## src/rtl/moore_seq_detector_pkg.sv

```systemverilog
// Shared definitions for the serial pattern detectors: default pattern,
// state-width helper and the overlap-mode encoding.
package moore_seq_detector_pkg;

  localparam int         DEF_PAT_LEN = 4;
  localparam logic [3:0] DEF_PATTERN = 4'b1011;

  typedef enum logic {
    MODE_RESTART = 1'b0,
    MODE_OVERLAP = 1'b1
  } overlap_mode_e;

  // State holds a matched-prefix length 0..pat_len inclusive.
  function automatic int state_width(input int pat_len);
    return $clog2(pat_len + 1);
  endfunction

endpackage

```

## src/rtl/moore_seq_detector.sv

```systemverilog
// Moore serial pattern detector: KMP-style prefix tracking, overlap/restart
// mode, input qualifier, synchronous clear and saturating match counter.
module moore_seq_detector
  import moore_seq_detector_pkg::*;
#(
  parameter int                 PAT_LEN = DEF_PAT_LEN,
  parameter logic [PAT_LEN-1:0] PATTERN = DEF_PATTERN,
  parameter int                 OVERLAP = 1,
  parameter int                 CNT_W   = 8,
  localparam int                SW      = state_width(PAT_LEN)
) (
  input  logic             clk,
  input  logic             reset,
  input  logic             clear,
  input  logic             en,
  input  logic             ip,
  output logic             op,
  output logic [SW-1:0]    state_o,
  output logic [CNT_W-1:0] match_cnt
);

  localparam int               TBL_N   = 2 ** (SW + 1);
  localparam logic [SW-1:0]    FULL    = SW'(PAT_LEN);
  localparam logic [CNT_W-1:0] CNT_MAX = '1;

  // Bit i of the pattern in arrival order (i = 0 is received first).
  function automatic logic pat_bit(input int i);
    logic [PAT_LEN-1:0] sh;
    sh = PATTERN >> (PAT_LEN - 1 - i);
    return sh[0];
  endfunction

  // Longest pattern prefix that is a suffix of (matched prefix of length s) + b.
  function automatic logic [SW-1:0] next_state(input int s, input logic b);
    int   se;
    int   len;
    int   best;
    int   pos;
    logic ok;
    logic cb;
    if (s > PAT_LEN) return '0;
    se   = (s == PAT_LEN && OVERLAP == int'(MODE_RESTART)) ? 0 : s;
    len  = se + 1;
    best = 0;
    for (int k = 1; k <= PAT_LEN; k++) begin
      if (k <= len) begin
        ok = 1'b1;
        for (int j = 0; j < PAT_LEN; j++) begin
          if (j < k) begin
            pos = len - k + j;
            cb  = (pos < se) ? pat_bit(pos) : b;
            if (cb != pat_bit(j)) ok = 1'b0;
          end
        end
        if (ok) best = k;
      end
    end
    return SW'(best);
  endfunction

  logic [SW-1:0]    w_tbl [TBL_N];
  logic [SW-1:0]    w_next;
  logic             w_hit;
  logic [SW-1:0]    r_state;
  logic             r_op;
  logic [CNT_W-1:0] r_cnt;

  // Transition table indexed by {state, ip}; encodings above PAT_LEN map to 0.
  for (genvar g = 0; g < TBL_N; g++) begin : g_tbl
    assign w_tbl[g] = next_state(g / 2, 1'(g % 2));
  end

  assign w_next = w_tbl[{r_state, ip}];
  assign w_hit  = (w_next == FULL);

  always_ff @(posedge clk or negedge reset) begin
    if (!reset) begin
      r_state <= '0;
      r_op    <= 1'b0;
    end else if (clear) begin
      r_state <= '0;
      r_op    <= 1'b0;
    end else if (en) begin
      r_state <= w_next;
      r_op    <= w_hit;
    end
  end

  always_ff @(posedge clk or negedge reset) begin
    if (!reset) begin
      r_cnt <= '0;
    end else if (clear) begin
      r_cnt <= '0;
    end else if (en && w_hit && r_cnt != CNT_MAX) begin
      r_cnt <= r_cnt + 1'b1;
    end
  end

  assign op        = r_op;
  assign state_o   = r_state;
  assign match_cnt = r_cnt;

endmodule
```

## config.mk

```make
export PLATFORM = sky130hd
export DESIGN_NAME = moore_seq_detector
export DESIGN_NICKNAME = d
export VERILOG_FILES = /design/src/rtl/moore_seq_detector_pkg.sv /design/src/rtl/moore_seq_detector.sv
export SDC_FILE = /design/constraint.sdc
export NUM_CORES = 1
export LEC_CHECK = 0
export ABC_AREA = 1
export BUFFER_PORTS_ARGS = -buffer_cell sky130_fd_sc_hd__buf_2
export CAP_MARGIN = 20
export CORE_UTILIZATION = 45
export CTS_BUF_LIST = sky130_fd_sc_hd__clkbuf_8
export CTS_CLUSTER_DIAMETER = 120
export CTS_CLUSTER_SIZE = 8
export DETAILED_ROUTE_END_ITERATION = 6
export PLACE_DENSITY = 0.67
export SETUP_SLACK_MARGIN = 0.1
export SKIP_LAST_GASP = 1
export SYNTH_ARGS = -nofsm -noshare
export SYNTH_HDL_FRONTEND = slang
export SYNTH_SLANG_ARGS = --single-unit
```

## constraint.sdc

```tcl
create_clock -name clk -period 2.82 [get_ports clk]
set_clock_uncertainty 0.15 [all_clocks]
set_input_delay 0.141 -clock clk [delete_from_list [all_inputs] [get_ports clk]]
set_output_delay 0.141 -clock clk [all_outputs]
set_load 0.01 [all_outputs]
```

* Word-level counts from Yosys, hierarchy flattened
Memories as Yosys holds them, arrays and structs flattened.
Index checks and enable logic that the tools add are counted.
** Word-level totals
- Word-level logic and storage cells :: 21
- Memories kept :: 1
- Register bits after elaboration :: 12
- Memory bits (read-only) :: 48
- Output and inout bits :: 12
- Input bits :: 5
** Operators by class
- $lt $le $gt $ge :: 1
- Bitwise gates (word level) :: 1
- Reduce and logical (&&, ||, !) cells :: 4
- Eq/ne operators :: 2
- $add $sub $neg :: 1
- Multiplexer cells :: 8
** Memory list
- (name not given) :: depth 16, width 3, read ports 1, clocked after memory_dff 0, write ports 0, RTL line moore_seq_detector.sv:73 : assign w_next = w_tbl[{r_state, ip}];
** Operators with widths (count)
- $mux 8 :: 2
- $mux 3 :: 4
- $add 8x1->8 const B :: 1
- $ne 8x8->1 const B :: 1
- $ge 5x5->1 const B :: 1
- $not 4->5 :: 1
- $reduce_bool 2->1 :: 2
- $eq 3x3->1 const B :: 1
- $logic_and 1x1->1 :: 2
- $mux 1 :: 2

* Longest topological paths before layout
Gate-level depths: netlist of the first run.
- Word-level depth :: 9
- Mapped depth :: 9
- Gate-level depth less buffers :: 9

* Worst setup path before layout of the first run
No wires, ideal clock.
- Kind :: register to register
- From :: register r_state[0], in the netlist state_o[0]
- To :: register r_cnt[0], in the netlist match_cnt[0]
- Path slack :: 1.217 ns
- Path buffers :: 0
- Stages on the path, launching flop included :: 9
- Period minus slack after synthesis :: 1.603 ns
- Required time :: 2.551 ns
- Setup time :: 0.119 ns
- Data arrival time :: 1.334 ns
- Path through :: dfrtp_1 > inv_1 > ha_1 > nand3_1 > nand3_1 > nor2_2 > nand3_4 > nand3_1 > nand2_1
** Between the ends
- Word-level cells in the longest chain between the ends :: 8
** Ends and longest elaborated chain
- from (decl) :: RTL line moore_seq_detector.sv:64 : logic [SW-1:0] r_state;
- from (signal assigned) :: RTL line moore_seq_detector.sv:84 : r_state <= w_next;
- $not 4->5 (not written as such) :: RTL line moore_seq_detector.sv:73
- $mem_v2 16x3
- $mux 3 (not written as such) (2 in a row) :: RTL line moore_seq_detector.sv:73
- $eq 3x3->1 :: RTL line moore_seq_detector.sv:74 : assign w_hit = (w_next == FULL);
- $logic_and 1x1->1 (2 in a row) :: RTL line moore_seq_detector.sv:94 : end else if (en && w_hit && r_cnt != CNT_MAX) begin
- $reduce_bool 2->1 (no source line)
- to (signal assigned) :: RTL line moore_seq_detector.sv:95 : r_cnt <= r_cnt + 1'b1;
- to (decl) :: RTL line moore_seq_detector.sv:66 : logic [CNT_W-1:0] r_cnt;
Every way passes these cells. The select of a mux whose other input is x is not followed.
A chain may end at the register's enable or synchronous reset.

* Final worst setup path of the first run
- From :: register r_state[0], in the netlist state_o[0]
- To :: register r_cnt[1], in the netlist match_cnt[1]
Same word-level chain as after synthesis.

==> results of run 1 <==
## report_power, final
group / switching (µW) / internal [µW]
combinational: 19.6 / 9.27
clock: 62.3 / 94.2
sequential: 1.71 / 174
## registers in the layout, indices dropped and copies added, names as in the netlist
| name | count |
|---|---|
| state_o | 3 |
| op | 1 |
| match_cnt | 8 |
## cell usage after synthesis (all sizes together)
master / n
nand2: 26
nor2: 13
o21bai: 1
or2: 1
buf: 1
inv: 17
nand3: 22
o21ai: 4
nand4: 7
ha: 5
xor2: 1
nor3: 3
clkinv: 1
dfrtp: 12
## per-layer routing
layer / global-route usage (%) / vias up / routed length, µm
met5: 0 / - / 0
met4: 9.09 / 0 / 10
met3: 4.00 / 2 / 54
met2: 27.2 / 21 / 773
met1: 27.5 / 331 / 828
li1: - / 412 / -
## through the flow
stage               hold slack [ns]  power, µW  instance area [µm²]
global placement             -0.116        206                  945
detailed placement           -0.111        206                  945
floorplan                    -0.305        194                  838
finish                       0.0491        361                  996
global route                  0.110        378                  996
CTS                          0.0436        365                  996
## cell families (layout without fill, tap and decap cells)
kind of cell | count (synthesis) | after routing | share of synthesized area (%)
simple gates | 72 | 72 | 43.7
fa+ha+maj | 5 | 5 | 7.46
buf+inv | 19 | 38 | 8.66
flops | 12 | 12 | 35.8
xor+xnor | 1 | 1 | 1.04
compound gates | 5 | 5 | 3.28
## worst reg2reg max path: stages (launching register included)
cell and delay [ns]:
dfrtp_1 0.38, inv_1 0.08, ha_1 0.29, nand3_1 0.08, nand3_1 0.13, nor2_2 0.15
nand3_4 0.13, nand3_1 0.09, nand2_1 0.07
## worst max-delay path by stage
stage / startpoint / endpoint / cells after the start
after floorplan: state_o[0]$_DFFE_PN0P_ / match_cnt[0]$_DFFE_PN0P_ / 8
after global placement: state_o[0]$_DFFE_PN0P_ / match_cnt[1]$_DFFE_PN0P_ / 8
after detailed placement: state_o[0]$_DFFE_PN0P_ / match_cnt[4]$_DFFE_PN0P_ / 8
after CTS: state_o[0]$_DFFE_PN0P_ / match_cnt[4]$_DFFE_PN0P_ / 8
after global routing: state_o[0]$_DFFE_PN0P_ / match_cnt[5]$_DFFE_PN0P_ / 9
final: state_o[0]$_DFFE_PN0P_ / match_cnt[1]$_DFFE_PN0P_ / 8
## cell type report
type	count	area (µm²)
clock buffer	3	41.3
tap	25	31.3
fill	156	749
sequential	12	300
multi-input combinational	83	465
inverter	18	67.6
timing repair buffer	17	90.1
## repair_timing
item,CTS,global route
setup endpoints to repair,0,0
hold buffers,1,0
buffers inserted,0,0
hold endpoints to repair,12,0
==> metrics, run 1 <==
VDD IR max 239 µV; reg-to-reg critical path startpoint state_o[0]$_DFFE_PN0P_; Yosys warning count 0; Clock transition at path regs 0.05 ns; leading cell types in the layout, fill and taps excluded nand2_1 (26), nand3_1 (19), buf_2 (16); Clock Root Buffer clkbuf_8; critical path data arrival time 1.64 ns; minimum clock period 1.67 ns; hold depth 3; worst path bufs/invs 1; clock tree from TritonCTS done; setup slack after layout 1.15 ns; Fmax 599 MHz; gr usage total 19.2%; dpl hpwl 1260 µm; Core ar. 0.00175 mm²; R2R Setup Slk 1.15 ns; vias in the first global route 626; FF-to-FF path depth 8; Final nets 145; via/cell ratio 4.85; critical path's largest stage delay 0.38 ns; Final ANT Viol Nets 0; RSZ-0062 raised after global routing no; CP max-delay cell dfrtp_1; Cell variety after synth 19; CTS Buf Count 3; FF+latch count, synth 12; Crit path required time 2.79 ns; clock latency on the worst-skew pair 0.24 ns; CP delay by family, top simple AND/OR/NAND/NOR gates; input/output buffers 16; syn nets 124; Power Dens Cells 362 mW/mm²; Worst Hold Class input pin to register; startpoint type of the worst setup path register; Setup WS pre-CTS 1.15 ns; critical path class register to register; drt pass-1 iters 4; Iter 0 DRT Violations 17; cell area after synthesis 838 µm²; setup_tns 0 ns; status finished clean; placed insts 154; GP Congestion 0.884; Die Ht 45.2 µm; grt ovf 0; ratio of cells with drive above 1 in the final layout 21.8%; hold path start en; final non-filler cell total 158; Synth top area share 35.8%; n_diodes 0; Max-cap violations 0; CP cell instances inv_1, ha_1, nand3_1, nand3_1, nor2_2, nand3_4, nand3_1, nand2_1; DIE AREA 0.00204 mm²; CTS resizes 0; CTS Buffer Depth 2; cell row count 15; most frequent CP cell nand3_1; Tcrit/Tclk final 59.2%; Area Overhead vs Synth 18.8%; Final Hold Viols 0; RR Endpoint match_cnt[1]$_DFFE_PN0P_; Post-Syn Instances 114; CTS sink count 12; Seq/Total Area, Yosys 35.8%; Slew HR 70.1%; max-slew violation count 0; global-route wire length before repair 2770 µm; CP max FO 8; area leader, netlist dfrtp_1; Vias 766; DRC viols 0; Avg WL per Cell 10.6 µm; sink of the worst hold path state_o[1]$_DFFE_PN0P_; initial antenna violation count 0; DRT Wirelength 1670 µm; Leak Pwr 0.000528 µW; setup violators final 0; Max H-tree Level 1; Die W 45.2 µm; Initial Util 48.0%; # IOs 17; syn avg cell area 7.35 µm²; CP Capture Type register; largest net degree at the start of global routing 19; most common cell after layout, fill and taps aside nand2_1; Util after Layout 57.1%; Area contributors post-synth dfrtp_1 (36%), nand2_1 (12%), nand3_1 (11%); Worst-Margin Slew 0.446 ns
No activity file was read; power rests on OpenSTA's default activity.
==> run 2: changes to the inputs <==
Settings changed: ABC_AREA 1 to 0, PLACE_DENSITY 0.67 to 0.72.
Clock period 2.82 ns to 1.45 ns, I/O delays scaled along.
==> metrics, run 2 <==
clock latency on the worst-skew pair 0.25 ns; dpl hpwl 1310 µm; Iter 0 DRT Violations 41; max reg flops 8; Final ANT Viol Nets 0; leading cell types in the layout, fill and taps excluded buf_4 (17), buf_2 (16), dfrtp_1 (11); most common cell after layout, fill and taps aside buf_4; CP max FO 9; Vias 750; Leak Pwr 0.000561 µW; critical path class register to register; global-route wire length before repair 3160 µm; area leader, netlist dfrtp_1; DRC viols 0; Tcrit/Tclk final 130%; clock tree from TritonCTS done; grt ovf 0; Cell variety after synth 25; # IOs 17; hold depth 3; Initial Util 47.9%; syn nets 83; CP Capture Type register; Area Overhead vs Synth 51.6%; FF-to-FF path depth 8; count leader, synth dfrtp_1; DRT Wirelength 1970 µm; CP cell instances inv_2, ha_4, nor3b_4, o211ai_4, buf_6, buf_6, o21ai_0, a21oi_1; Area contributors post-synth dfrtp_1 (42%), ha_1 (8.8%), mux2i_1 (5.6%); initial antenna violation count 0; Avg WL per Cell 15.1 µm; critical path's largest stage delay 0.40 ns; GP Congestion 0.825; Final nets 125; VDD IR max 567 µV; number of flops mapped to enable cells by yosys 0; n_diodes 0; setup slack after layout -0.431 ns; max-slew violation count 0; RR Endpoint match_cnt[2]$_DFFE_PN0P_; post-synthesis async set-or-reset flop share 100%; reg-to-reg critical path startpoint state_o[0]$_DFFE_PN0P_; CTS Buf Count 3; Synth top area share 42.1%; Die Ht 41.8 µm; Final Hold Viols 0; CP max-delay cell dfrtp_2; Crit path required time 1.42 ns; input/output buffers 16; sink of the worst hold path state_o[0]$_DFFE_PN0P_; FF+latch area 302 µm²; Fmax 532 MHz; failing checks setup timing; Yosys warning count 0; Slew HR 81.3%; minimum clock period 1.88 ns; Seq/Total Area, Yosys 42.1%; RSZ-0062 raised after global routing yes; Max-cap violations 0; setup_tns -2.88 ns; R2R Setup Slk -0.43 ns; hold path start en; Clock Root Buffer clkbuf_8; syn avg cell area 9.77 µm²; Multi-input gate area 417 µm²; DIE AREA 0.00175 mm²; CTS sink count 12; Post-Syn Instances 73; Worst-Margin Slew 0.281 ns; drt pass-1 iters 4; cell area after synthesis 713 µm²; status finished with violations; setup violators final 10; Max H-tree Level 1; FF+latch count, synth 12; FILL cells 113; Power Dens Cells 748 mW/mm²; gr usage total 24.3%; Core ar. 0.00149 mm²; Setup WS pre-CTS -0.441 ns; Clock transition at path regs 0.06 ns; via/cell ratio 5.77; cell row count 14; most frequent CP cell buf_6; CTS Buffer Depth 2; critical path data arrival time 1.85 ns; startpoint type of the worst setup path register; Worst Hold Class input pin to register; Die W 41.8 µm; vias in the first global route 695; Top FF cell, synth dfrtp_1; ratio of cells with drive above 1 in the final layout 44.7%; Post-synth top cells dfrtp_1 (12), a21oi_1 (7), nor2_1 (7); largest net degree at the start of global routing 13
run 2: cell types whose count changed in the layout (fill, tap and decap cells not counted), moves of 5 or more:
| cell | previous run | this run |
|---|---|---|
| nand2_1 | 26 | 3 |
| buf_4 | 0 | 17 |
| a21oi_1 | 0 | 5 |
| nand4_1 | 7 | 2 |
| inv_1 | 15 | 3 |
| nand3_1 | 19 | 5 |
run 2: power by group:
part	total (µW)	internal, µW	switching [µW]	leakage [µW]
clock network	380	241	139	0.0000288
logic	89.2	41.6	47.5	0.000367
registers	340	338	1.86	0.000165
run 2: worst max-delay path, delay by kind of cell (launching register included):
kind / cells / cell delay (ns)
DFF: 1 / 0.40
buffers and inverters: 3 / 0.34
AOI/OAI and AO/OA: 3 / 0.43
and+or+nand+nor: 1 / 0.22
adders and majority gates: 1 / 0.22
run 2: worst max-delay path by stage:
| stage | start | to | slack (ns) |
|---|---|---|---|
| floorplan | state_o[0]$_DFFE_PN0P_ | match_cnt[3]$_DFFE_PN0P_ | -0.39 |
| global placement | state_o[0]$_DFFE_PN0P_ | match_cnt[6]$_DFFE_PN0P_ | -0.37 |
| detailed placement | state_o[0]$_DFFE_PN0P_ | match_cnt[6]$_DFFE_PN0P_ | -0.44 |
| CTS | state_o[0]$_DFFE_PN0P_ | match_cnt[6]$_DFFE_PN0P_ | -0.40 |
| global route | state_o[0]$_DFFE_PN0P_ | match_cnt[6]$_DFFE_PN0P_ | -0.51 |
| finish | state_o[0]$_DFFE_PN0P_ | match_cnt[2]$_DFFE_PN0P_ | -0.43 |
run 2: routing by layer:
metal,wire length (µm),vias to the layer above,global-route usage [%]
met2,952,40,38.4
met3,141,9,3.48
met5,0,-,0
met4,58,0,11.6
met1,815,359,32.6
li1,-,342,-
run 2: repair_timing:
item	in CTS	in global routing
setup buffers	2	0
endpoints found under the setup margin	12	12
hold endpoints to repair	13	0
hold buffers	2	0
pin swaps	2	1
resized for setup	6	2
run 2: kinds of logic after synthesis:
family / Yosys count / synth area share, %
AND/OR/NAND/NOR: 29 / 24.4
AO/OA/AOI/OAI: 15 / 12.5
flip-flops: 12 / 42.1
buffers and inverters: 6 / 4.21
adder cells (fa/ha/maj): 5 / 8.77
multiplexers: 4 / 5.61
XOR/XNOR: 2 / 2.46
run 2: final cells by class:
cell class,count,area share (%)
Timing Repair Buffer,39,25.2
Multi-Input combinational cell,55,38.5
Inverter,4,1.39
Tap cell,16,1.85
Clock buffer,4,5.09
Sequential cell,12,27.9
run 2: metrics by stage:
| step | hold slack [ns] | cells | utilization (%) | total power [µW] | cell area (µm²) |
|---|---|---|---|---|---|
| finish | 0.0346 | 130 | 72.6 | 809 | 1080 |
| CTS | 0.0144 | 130 | 72.4 | 806 | 1080 |
| global placement | -0.179 | 122 | 64.6 | 423 | 962 |
| detailed placement | -0.180 | 122 | 64.6 | 427 | 962 |
| global route | 0.0532 | 130 | 72.6 | 829 | 1080 |
| floorplan | -0.373 | 73 | - | 385 | 734 |
==> run 3: changes to the inputs <==
Settings changed: SKIP_LAST_GASP 1 to default.
==> metrics, run 3 (synthesized netlist as in run 2, its figures left out) <==
startpoint type of the worst setup path register; CTS Buffer Depth 2; global-route wire length before repair 3160 µm; setup_tns -2.88 ns; CP cell instances inv_2, ha_4, nor3b_4, o211ai_4, or4_1, a21oi_1; post-route cell area 0.00108 mm²; Final ANT Viol Nets 0; dpl hpwl 1310 µm; clock tree from TritonCTS done; FF+latch area 302 µm²; critical path's largest stage delay 0.41 ns; FF-to-FF path depth 6; largest net degree at the start of global routing 13; clock latency on the worst-skew pair 0.25 ns; grt ovf 0; Final Hold Viols 0; Crit path required time 1.47 ns; Final nets 125; max-slew violation count 0; Avg WL per Cell 14.9 µm; Multi-input gate area 417 µm²; CP delay by family, top simple AND/OR/NAND/NOR gates; CP Capture Type register; CTS sink count 12; max reg flops 8; met2 Resource Use GR 38.4%; Die Ht 41.8 µm; Slew HR 81.2%; GP Congestion 0.825; FILL cells 113; vias in the first global route 695; # IOs 17; Die W 41.8 µm; Core ar. 0.00149 mm²; Fmax 539 MHz; Clock Root Buffer clkbuf_8; DIE AREA 0.00175 mm²; DRC viols 0; CP max-delay cell or4_1; met1 usage 32.6%; hold depth 3; final non-filler cell total 130; Max-cap violations 0; CTS Buf Count 3; placed insts 122; Worst Hold Class input pin to register; n_diodes 0; routing usage on met3 3.48%; most common cell after layout, fill and taps aside buf_4; ratio of cells with drive above 1 in the final layout 44.7%; failing checks setup timing; CP max FO 9; WP depth 6; gr usage total 24.3%; status finished with violations; Power Dens Cells 753 mW/mm²; leading cell types in the layout, fill and taps excluded buf_4 (18), buf_2 (16), dfrtp_1 (11); cell row count 14; via/cell ratio 5.48; setup slack after layout -0.407 ns; Vias 713; Leak Pwr 0.000559 µW; Initial Util 47.9%; critical path data arrival time 1.88 ns; Iter 0 DRT Violations 24; minimum clock period 1.86 ns; setup violators final 10; worst path bufs/invs 1; critical path class register to register; Clock transition at path regs 0.06 ns; DRT Wirelength 1940 µm; drt pass-1 iters 4; initial antenna violation count 0; Most Crowded Layer GR met2; Area Overhead vs Synth 51.1%; Placed Area 962 µm²; Worst-Margin Slew 0.282 ns; Tcrit/Tclk final 128%; RSZ-0062 raised after global routing yes; Max H-tree Level 1; VDD IR max 568 µV; input/output buffers 16
run 3: cell counts in the layout (fill, tap and decap cells not counted):
Identical to the previous run, type by type.
run 3: path summary, 6_finish.rpt:
check / startpoint / to / slack (ns)
max in group asynchronous: reset / state_o[0]$_DFFE_PN0P_ / 0.83
hold reg to reg: op$_DFFE_PN0P_ / op$_DFFE_PN0P_ / 0.47
setup reg to reg: state_o[0]$_DFFE_PN0P_ / match_cnt[6]$_DFFE_PN0P_ / -0.41
setup / recovery: state_o[0]$_DFFE_PN0P_ / match_cnt[6]$_DFFE_PN0P_ / -0.41
min in group asynchronous: reset / match_cnt[7]$_DFFE_PN0P_ / 0.08
hold / removal: en / state_o[0]$_DFFE_PN0P_ / 0.04
run 3: timing repair:
| action | CTS | global route |
|---|---|---|
| hold buffers | 2 | 0 |
| pin swaps | 2 | 1 |
| resized for setup | 7 | 1 |
| endpoints found under the hold margin | 13 | 0 |
| endpoints found under the setup margin | 12 | 12 |
| buffers inserted | 2 | 0 |
| cloned | 0 | 0 |
run 3: per-stage QoR:
| step | hold slack (ns) | setup slack [ns] | total power, µW | utilization, % |
|---|---|---|---|---|
| detailed placement | -0.180 | -0.441 | 427 | 64.6 |
| global placement | -0.179 | -0.373 | 423 | 64.6 |
| floorplan | -0.373 | -0.386 | 385 | - |
| CTS | 0.0144 | -0.396 | 806 | 72.4 |
| finish | 0.0400 | -0.407 | 811 | 72.4 |
| global route | 0.0532 | -0.505 | 829 | 72.4 |
run 3: power breakdown:
group / internal (µW) / leakage (µW) / switching (µW)
Sequential: 338 / 0.000165 / 1.85
Combinational: 41.6 / 0.000365 / 47.5
Clock: 241 / 0.0000288 / 141
Total: 621 / 0.000559 / 191
run 3: area by class of cell:
| class | count | share of cell area [%] |
|---|---|---|
| multi-input cells | 55 | 38.7 |
| flip-flops and latches | 12 | 28.0 |
| well taps | 16 | 1.86 |
| clock buffers | 4 | 5.11 |
| inverters | 4 | 1.39 |
| repair buffers | 39 | 25.0 |
run 3: worst register-to-register path, cell delays in order (launching register included):
cell,delay (ns)
dfrtp_2,0.40
inv_2,0.09
ha_4,0.22
nor3b_4,0.22
o211ai_4,0.15
or4_1,0.41
a21oi_1,0.15
run 3: metal layers:
layer  routed length, µm  vias to the layer above
li1                    -                      343
met1                 870                      339
met2                 926                       24
met3                  89                        7
met4                  51                        0
met5                   0                        -
